**src/rtl/uart_pkt_pkg.sv**
```systemverilog
// Shared constants, serializer state encoding and the packet checksum
// used by the UART packet transmitter.
package uart_pkt_pkg;

  localparam logic [7:0] SYNC_BYTE   = 8'hA5;
  localparam int         FRAME_BYTES = 4;
  localparam int         CNT_W       = 12;

  typedef enum logic [1:0] {
    ST_IDLE  = 2'd0,
    ST_START = 2'd1,
    ST_DATA  = 2'd2,
    ST_STOP  = 2'd3
  } tx_state_e;

  // Checksum covers every byte that precedes it in the packet.
  function automatic logic [7:0] pkt_checksum(input logic [3:0] ch, input logic [7:0] d);
    return SYNC_BYTE ^ {4'h0, ch} ^ d;
  endfunction

endpackage

```
**src/rtl/uart_tx_byte.sv**
```systemverilog
// 8N1 byte serializer: start bit, 8 data bits LSB first, stop bit, each
// held CLKS_PER_BIT cycles; uart line is registered and idles high.
module uart_tx_byte
  import uart_pkt_pkg::*;
#(
  parameter int CLKS_PER_BIT = 87
) (
  input  logic       clk,
  input  logic       rst_n,
  // Handshake: a byte transfers on any rising edge where in_valid and
  // in_ready are both high. in_ready is high in IDLE and during the last
  // cycle of a stop bit, so a byte offered then starts with no idle gap.
  input  logic       in_valid,
  output logic       in_ready,
  input  logic [7:0] in_data,
  output logic       tx,
  output tx_state_e  state
);

  localparam logic [CNT_W-1:0] BIT_LAST = CNT_W'(CLKS_PER_BIT - 1);

  tx_state_e        state_q, state_d;
  logic [CNT_W-1:0] cnt_q, cnt_d;
  logic [2:0]       bit_q, bit_d;
  logic [7:0]       data_q, data_d;
  logic             tx_q, tx_d;
  logic             tick;
  logic             fire;

  assign tick     = (cnt_q == BIT_LAST);
  assign in_ready = (state_q == ST_IDLE) || ((state_q == ST_STOP) && tick);
  assign fire     = in_valid && in_ready;

  always_ff @(posedge clk or negedge rst_n) begin
    if (!rst_n) begin
      state_q <= ST_IDLE;
      cnt_q   <= '0;
      bit_q   <= '0;
      data_q  <= '0;
      tx_q    <= 1'b1;
    end else begin
      state_q <= state_d;
      cnt_q   <= cnt_d;
      bit_q   <= bit_d;
      data_q  <= data_d;
      tx_q    <= tx_d;
    end
  end

  always_comb begin
    state_d = state_q;
    case (state_q)
      ST_IDLE:  if (fire) state_d = ST_START;
      ST_START: if (tick) state_d = ST_DATA;
      ST_DATA:  if (tick && (bit_q == 3'd7)) state_d = ST_STOP;
      ST_STOP:  if (tick) state_d = fire ? ST_START : ST_IDLE;
      default:  state_d = ST_IDLE;
    endcase
  end

  // tx is computed from the next state so the registered line lines up
  // with the state it belongs to.
  always_comb begin
    cnt_d  = ((state_q == ST_IDLE) || tick) ? '0 : cnt_q + 1'b1;
    bit_d  = ((state_q == ST_DATA) && tick) ? bit_q + 3'd1 : bit_q;
    data_d = fire ? in_data : data_q;
    tx_d   = 1'b1;
    case (state_d)
      ST_IDLE:  tx_d = 1'b1;
      ST_START: tx_d = 1'b0;
      ST_DATA:  tx_d = data_q[bit_d];
      ST_STOP:  tx_d = 1'b1;
      default:  tx_d = 1'b1;
    endcase
  end

  assign tx    = tx_q;
  assign state = state_q;

endmodule

```
**src/rtl/uart_pkt_tx.sv**
```systemverilog
// Sends a 4-byte status packet (SYNC, channel, duty, checksum) over UART,
// feeding bytes into uart_tx_byte back-to-back and flagging busy/done.
module uart_pkt_tx
  import uart_pkt_pkg::*;
#(
  parameter int CLKS_PER_BIT = 87
) (
  input  logic       clk,
  input  logic       rst_n,
  input  logic       send,
  input  logic [3:0] ch_id,
  input  logic [7:0] duty,
  output logic       busy,
  output logic       done,
  output logic       uart_tx
);

  localparam logic [1:0] LAST_BYTE = 2'(FRAME_BYTES - 1);

  logic       active_q;
  logic [1:0] byte_q;
  logic [3:0] ch_q;
  logic [7:0] duty_q;

  tx_state_e  tx_state;
  logic       tx_valid;
  logic       tx_ready;
  logic [7:0] tx_data;

  logic       byte_end;
  logic       last_byte_end;
  logic       accept;
  logic [1:0] next_byte;

  assign byte_end      = active_q && tx_ready && (tx_state == ST_STOP);
  assign last_byte_end = byte_end && (byte_q == LAST_BYTE);

  // busy drops in the final stop-bit cycle so a new send can chain with no gap.
  assign done      = last_byte_end;
  assign busy      = active_q && !last_byte_end;
  assign accept    = send && !busy;
  assign next_byte = byte_q + 2'd1;

  always_comb begin
    tx_valid = 1'b0;
    tx_data  = SYNC_BYTE;
    if (accept) begin
      tx_valid = 1'b1;
      tx_data  = SYNC_BYTE;
    end else if (byte_end && !last_byte_end) begin
      tx_valid = 1'b1;
      case (next_byte)
        2'd1:    tx_data = {4'h0, ch_q};
        2'd2:    tx_data = duty_q;
        2'd3:    tx_data = pkt_checksum(ch_q, duty_q);
        default: tx_data = SYNC_BYTE;
      endcase
    end
  end

  always_ff @(posedge clk or negedge rst_n) begin
    if (!rst_n) begin
      active_q <= 1'b0;
      byte_q   <= '0;
      ch_q     <= '0;
      duty_q   <= '0;
    end else if (accept) begin
      active_q <= 1'b1;
      byte_q   <= '0;
      ch_q     <= ch_id;
      duty_q   <= duty;
    end else if (byte_end) begin
      if (last_byte_end) begin
        active_q <= 1'b0;
        byte_q   <= '0;
      end else begin
        byte_q   <= next_byte;
      end
    end
  end

  uart_tx_byte #(
    .CLKS_PER_BIT(CLKS_PER_BIT)
  ) u_byte (
    .clk      (clk),
    .rst_n    (rst_n),
    .in_valid (tx_valid),
    .in_ready (tx_ready),
    .in_data  (tx_data),
    .tx       (uart_tx),
    .state    (tx_state)
  );

endmodule

```
**config.mk**
```make
export PLATFORM = sky130hd
export DESIGN_NAME = uart_pkt_tx
export DESIGN_NICKNAME = d
export VERILOG_FILES = /design/src/rtl/uart_pkt_pkg.sv /design/src/rtl/uart_tx_byte.sv /design/src/rtl/uart_pkt_tx.sv
export SDC_FILE = /design/constraint.sdc
export NUM_CORES = 1
export LEC_CHECK = 0
export CAP_MARGIN = 20
export CORE_UTILIZATION = 40
export DETAILED_ROUTE_END_ITERATION = 16
export GPL_TIMING_DRIVEN = 0
export MAX_ROUTING_LAYER = met4
export PLACE_DENSITY = 0.71
export SLEW_MARGIN = 10
export SYNTH_ARGS = -nofsm -noshare
export SYNTH_HDL_FRONTEND = slang
export SYNTH_HIERARCHICAL = 1
export SYNTH_SLANG_ARGS = --single-unit
```
**constraint.sdc**
```tcl
create_clock -name clk -period 6 [get_ports clk]
set_input_delay 1.5 -clock clk [delete_from_list [all_inputs] [get_ports clk]]
set_output_delay 1.5 -clock clk [all_outputs]
set_load 0.01 [all_outputs]
```
==> summary.md <==
| Metric | Value |
|---|---|
| Outcome | `finished, final reports clean` |
| Full die area | `0.00571 mm²` |
| DR vias/cell | `4.92` |
| WHS | `496 ps` |
| Die extent in x | `75.5 µm` |
| Clock transition at the registers of the reported paths | `80 ps` |
| DP Wirelength | `~2700 µm` |
| Area Overhead vs Synth | `16.7%` |
| Worst-skew pair later-pin latency | `300 ps` |
| Die height | `75.5 µm` |
| Syn Nets | `about 220` |
| DRT Wirelength | `3580 µm` |
| Final worst path period share | `0.747` |
| Wire length of the first global-routing pass | `6200 µm` |
| FMAX | `0.223 GHz` |
| Non-filler instance count after layout | `286` |
| Antenna viol nets, final | `0` |
| Min Tclk post-route | `4480 ps` |
| Yosys cell types | `39` |
| Async S/R FF share, synth | `1.00` |
| Share of the synthesized area in the top cell type | `0.463` |
| Synth top cells by count | `40 x dfrtp_1, 19 x nor2_1, 13 x mux2_2, 13 x nand2_1` |
| IO Port Bufs | `17` |
| Cell family with most CP delay | `simple AND/OR/NAND/NOR gates` |
| Final Hold Viols | `0` |
| Critical Path, Cell by Cell | `or4_4 > nor3_1 > nand3_1 > o21ai_0 > nand4_1 > nor2_1 > clkdlybuf4s50_1` |
| # diodes | `0` |
| CP endpoint kind | `output pin` |
| Fin Setup TNS | `0 ps` |
| DR WL/cell | `approximately 13 µm` |
| Final nets | `roughly 240` |
| Synth warnings | `6` |
| Worst setup margin | `1520 ps` |
| Crit-path max cell delay | `around 560 ps` |
| Tot GR Track Use | `0.152` |
| Row count | `26` |
| DRC | `0` |
| Top Ports | `18` |
| Clock Sinks | `41` |
| Global placer's final weighted congestion | `approximately 0.72` |
| WP data required | `4500 ps` |
| Cell Area, Synth | `approximately 0.0022 mm²` |
| Unrepaired setup endpoints after global routing | `false` |
| Worst hold path type | `flop to flop` |
| WP data arrival | `~3000 ps` |
| Placed insts | `278` |
| Resized Gates After CTS | `0` |
| Root Driver | `clkbuf_8` |
| Final setup viols | `0` |
| Post-synthesis cell count | `190` |
| Slew Viols, Final | `0` |
| Worst Path Buf+Inv | `1` |
| Initial core utilization | `0.418` |
| Cell area after layout | `0.00252 mm²` |
| Main synth FF type | `dfrtp_1` |
| CTS tree | `yes` |
| Most numerous cell in the Yosys netlist | `dfrtp_1` |
| Setup Crit Path Kind | `flop to output pin` |
| Final design utilization | `0.488` |
| Top post-synthesis cells by area | `dfrtp_1 46%, ha_1 6.9%, mux2_2 6.8%` |
| CTS max path bufs | `2` |
| Critical path startpoint category | `flop` |
| Pin count of the biggest net entering global routing | `29` |
| Leak | `1.18 nW` |
| Worst slew margin relative to its limit | `0.606` |
| Post-CTS setup buffers | `0` |
| Power, Total | `553 µW` |
| Initial antenna violation count | `0` |
| Slowest stage cell, crit path | `or4_4` |
| Sequential-to-total area share from yosys stat | `0.475` |
| Vias in the first global route | `1,338` |
| Max-cap violations | `0` |
| Vias post-DR | `1,406` |
| Hold Buf Count CTS | `0` |
| Global route total overflow | `0` |
| Leading area contributor after synthesis | `dfrtp_1` |
| CTS Buf Count | `5` |
| DRT Pass-1 Iters | `4` |
| Core Area | `0.00517 mm²` |
| Ratio of cells with drive above 1 in the final layout | `0.162` |
| Worst IR drop on VDD | `roughly 0.00015 V` |
| Slew @ Worst Pin | `589 ps` |
| CP Max Fanout | `5` |
| Clock skew | `9.60 ps` |
| H-tree depth | `2` |
| Number of synthesized flops with an enable pin | `0` |
| P per Cell Area | `219 mW/mm²` |
| Syn avg cell area | `11.4 µm²` |
| Setup WS pre-CTS | `1880 ps` |
| Iteration-0 DRC Markers | `41` |
| FF-to-FF setup slack | `2350 ps` |
| #FFs+latches synth | `41` |
| Cell area after placement | `0.00244 mm²` |
[where the power goes]
part | internal (mW) | switching (mW) | leakage, nW
clock network | 0.0819 | 0.0968 | 0.0374
logic | 0.0331 | 0.0282 | 0.612
registers | 0.295 | 0.0175 | 0.533
[cells by family (layout without fill, tap and decap cells)]
kind of cell | after synthesis | count (layout) | share of synthesized area
AND/OR/NAND/NOR | 61 | 61 | 0.144
buffers and inverters | 14 | 40 | 0.0312
adder cells (fa/ha/maj) | 12 | 12 | 0.0694
AO/OA/AOI/OAI | 19 | 19 | 0.0682
XOR/XNOR | 16 | 16 | 0.0735
flip-flops | 41 | 41 | 0.475
multiplexers | 27 | 27 | 0.139
[layout by cell type, fill, tap and decap left out, types with 3 or more instances in the layout]
master	n
dfrtp_1	40
o21ai_0	3
nand2_1	13
xor2_1	8
xnor2_1	7
mux2i_1	6
clkbuf_8	5
inv_1	8
mux2_1	7
clkdlybuf4s50_1	16
mux2_2	13
nor2_1	19
ha_1	12
clkbuf_1	3
nand3_1	12
a22oi_1	5
[final timing paths]
check                                startpoint         to  cells after the start
worst max-delay path            u_byte/cnt_q[8]       done                      7
worst min-delay path                  duty_q[6]  duty_q[6]                      1
worst max register to register  u_byte/cnt_q[8]  u_byte/tx                     15
worst min register to register        duty_q[6]  duty_q[6]                      1
max in group asynchronous                 rst_n  u_byte/tx                      2
min in group asynchronous                 rst_n  byte_q[1]                      1
[worst reg2reg max path, cell delays in order, from the launching register on]
cell and delay, ps:
dfrtp_1 420, or4_4 560, nor3_1 370, nand3_1 120, o21ai_0 190, nand4_1 210, a21boi_2 400, buf_6 220
or2_2 140, nor3b_1 180, a221oi_1 90, inv_1 120, ha_1 140, inv_1 50, o311a_1 110, a32o_1 260
[cell type report]
class / instances / area, µm²
plain buffers: 4 / 30.0
clock inverters: 2 / 15.0
multi-input cells: 135 / 1070
well taps: 70 / 87.6
inverters: 10 / 37.5
fillers: 469 / 2650
flip-flops and latches: 41 / 1030
repair buffers: 18 / 185
clock buffers: 6 / 72.6
[per-layer routing]
metal  vias up  wire, µm  GRT usage
met5         -         0          -
met4         0        76     0.0617
met3         7       113     0.0410
met2        22      1720      0.237
met1       668      1660      0.188
li1        709         -          -
[flip-flops by register name (all words and copies together), names as in the netlist]
| signal | count |
|---|---|
| u_byte/cnt_q | 12 |
| byte_q | 2 |
| u_byte/bit_q | 3 |
| duty_q | 8 |
| active_q | 1 |
| u_byte/state | 2 |
| ch_q | 4 |
| u_byte/tx | 1 |
| u_byte/data_q | 8 |
Power figures use the tool's default switching activity.
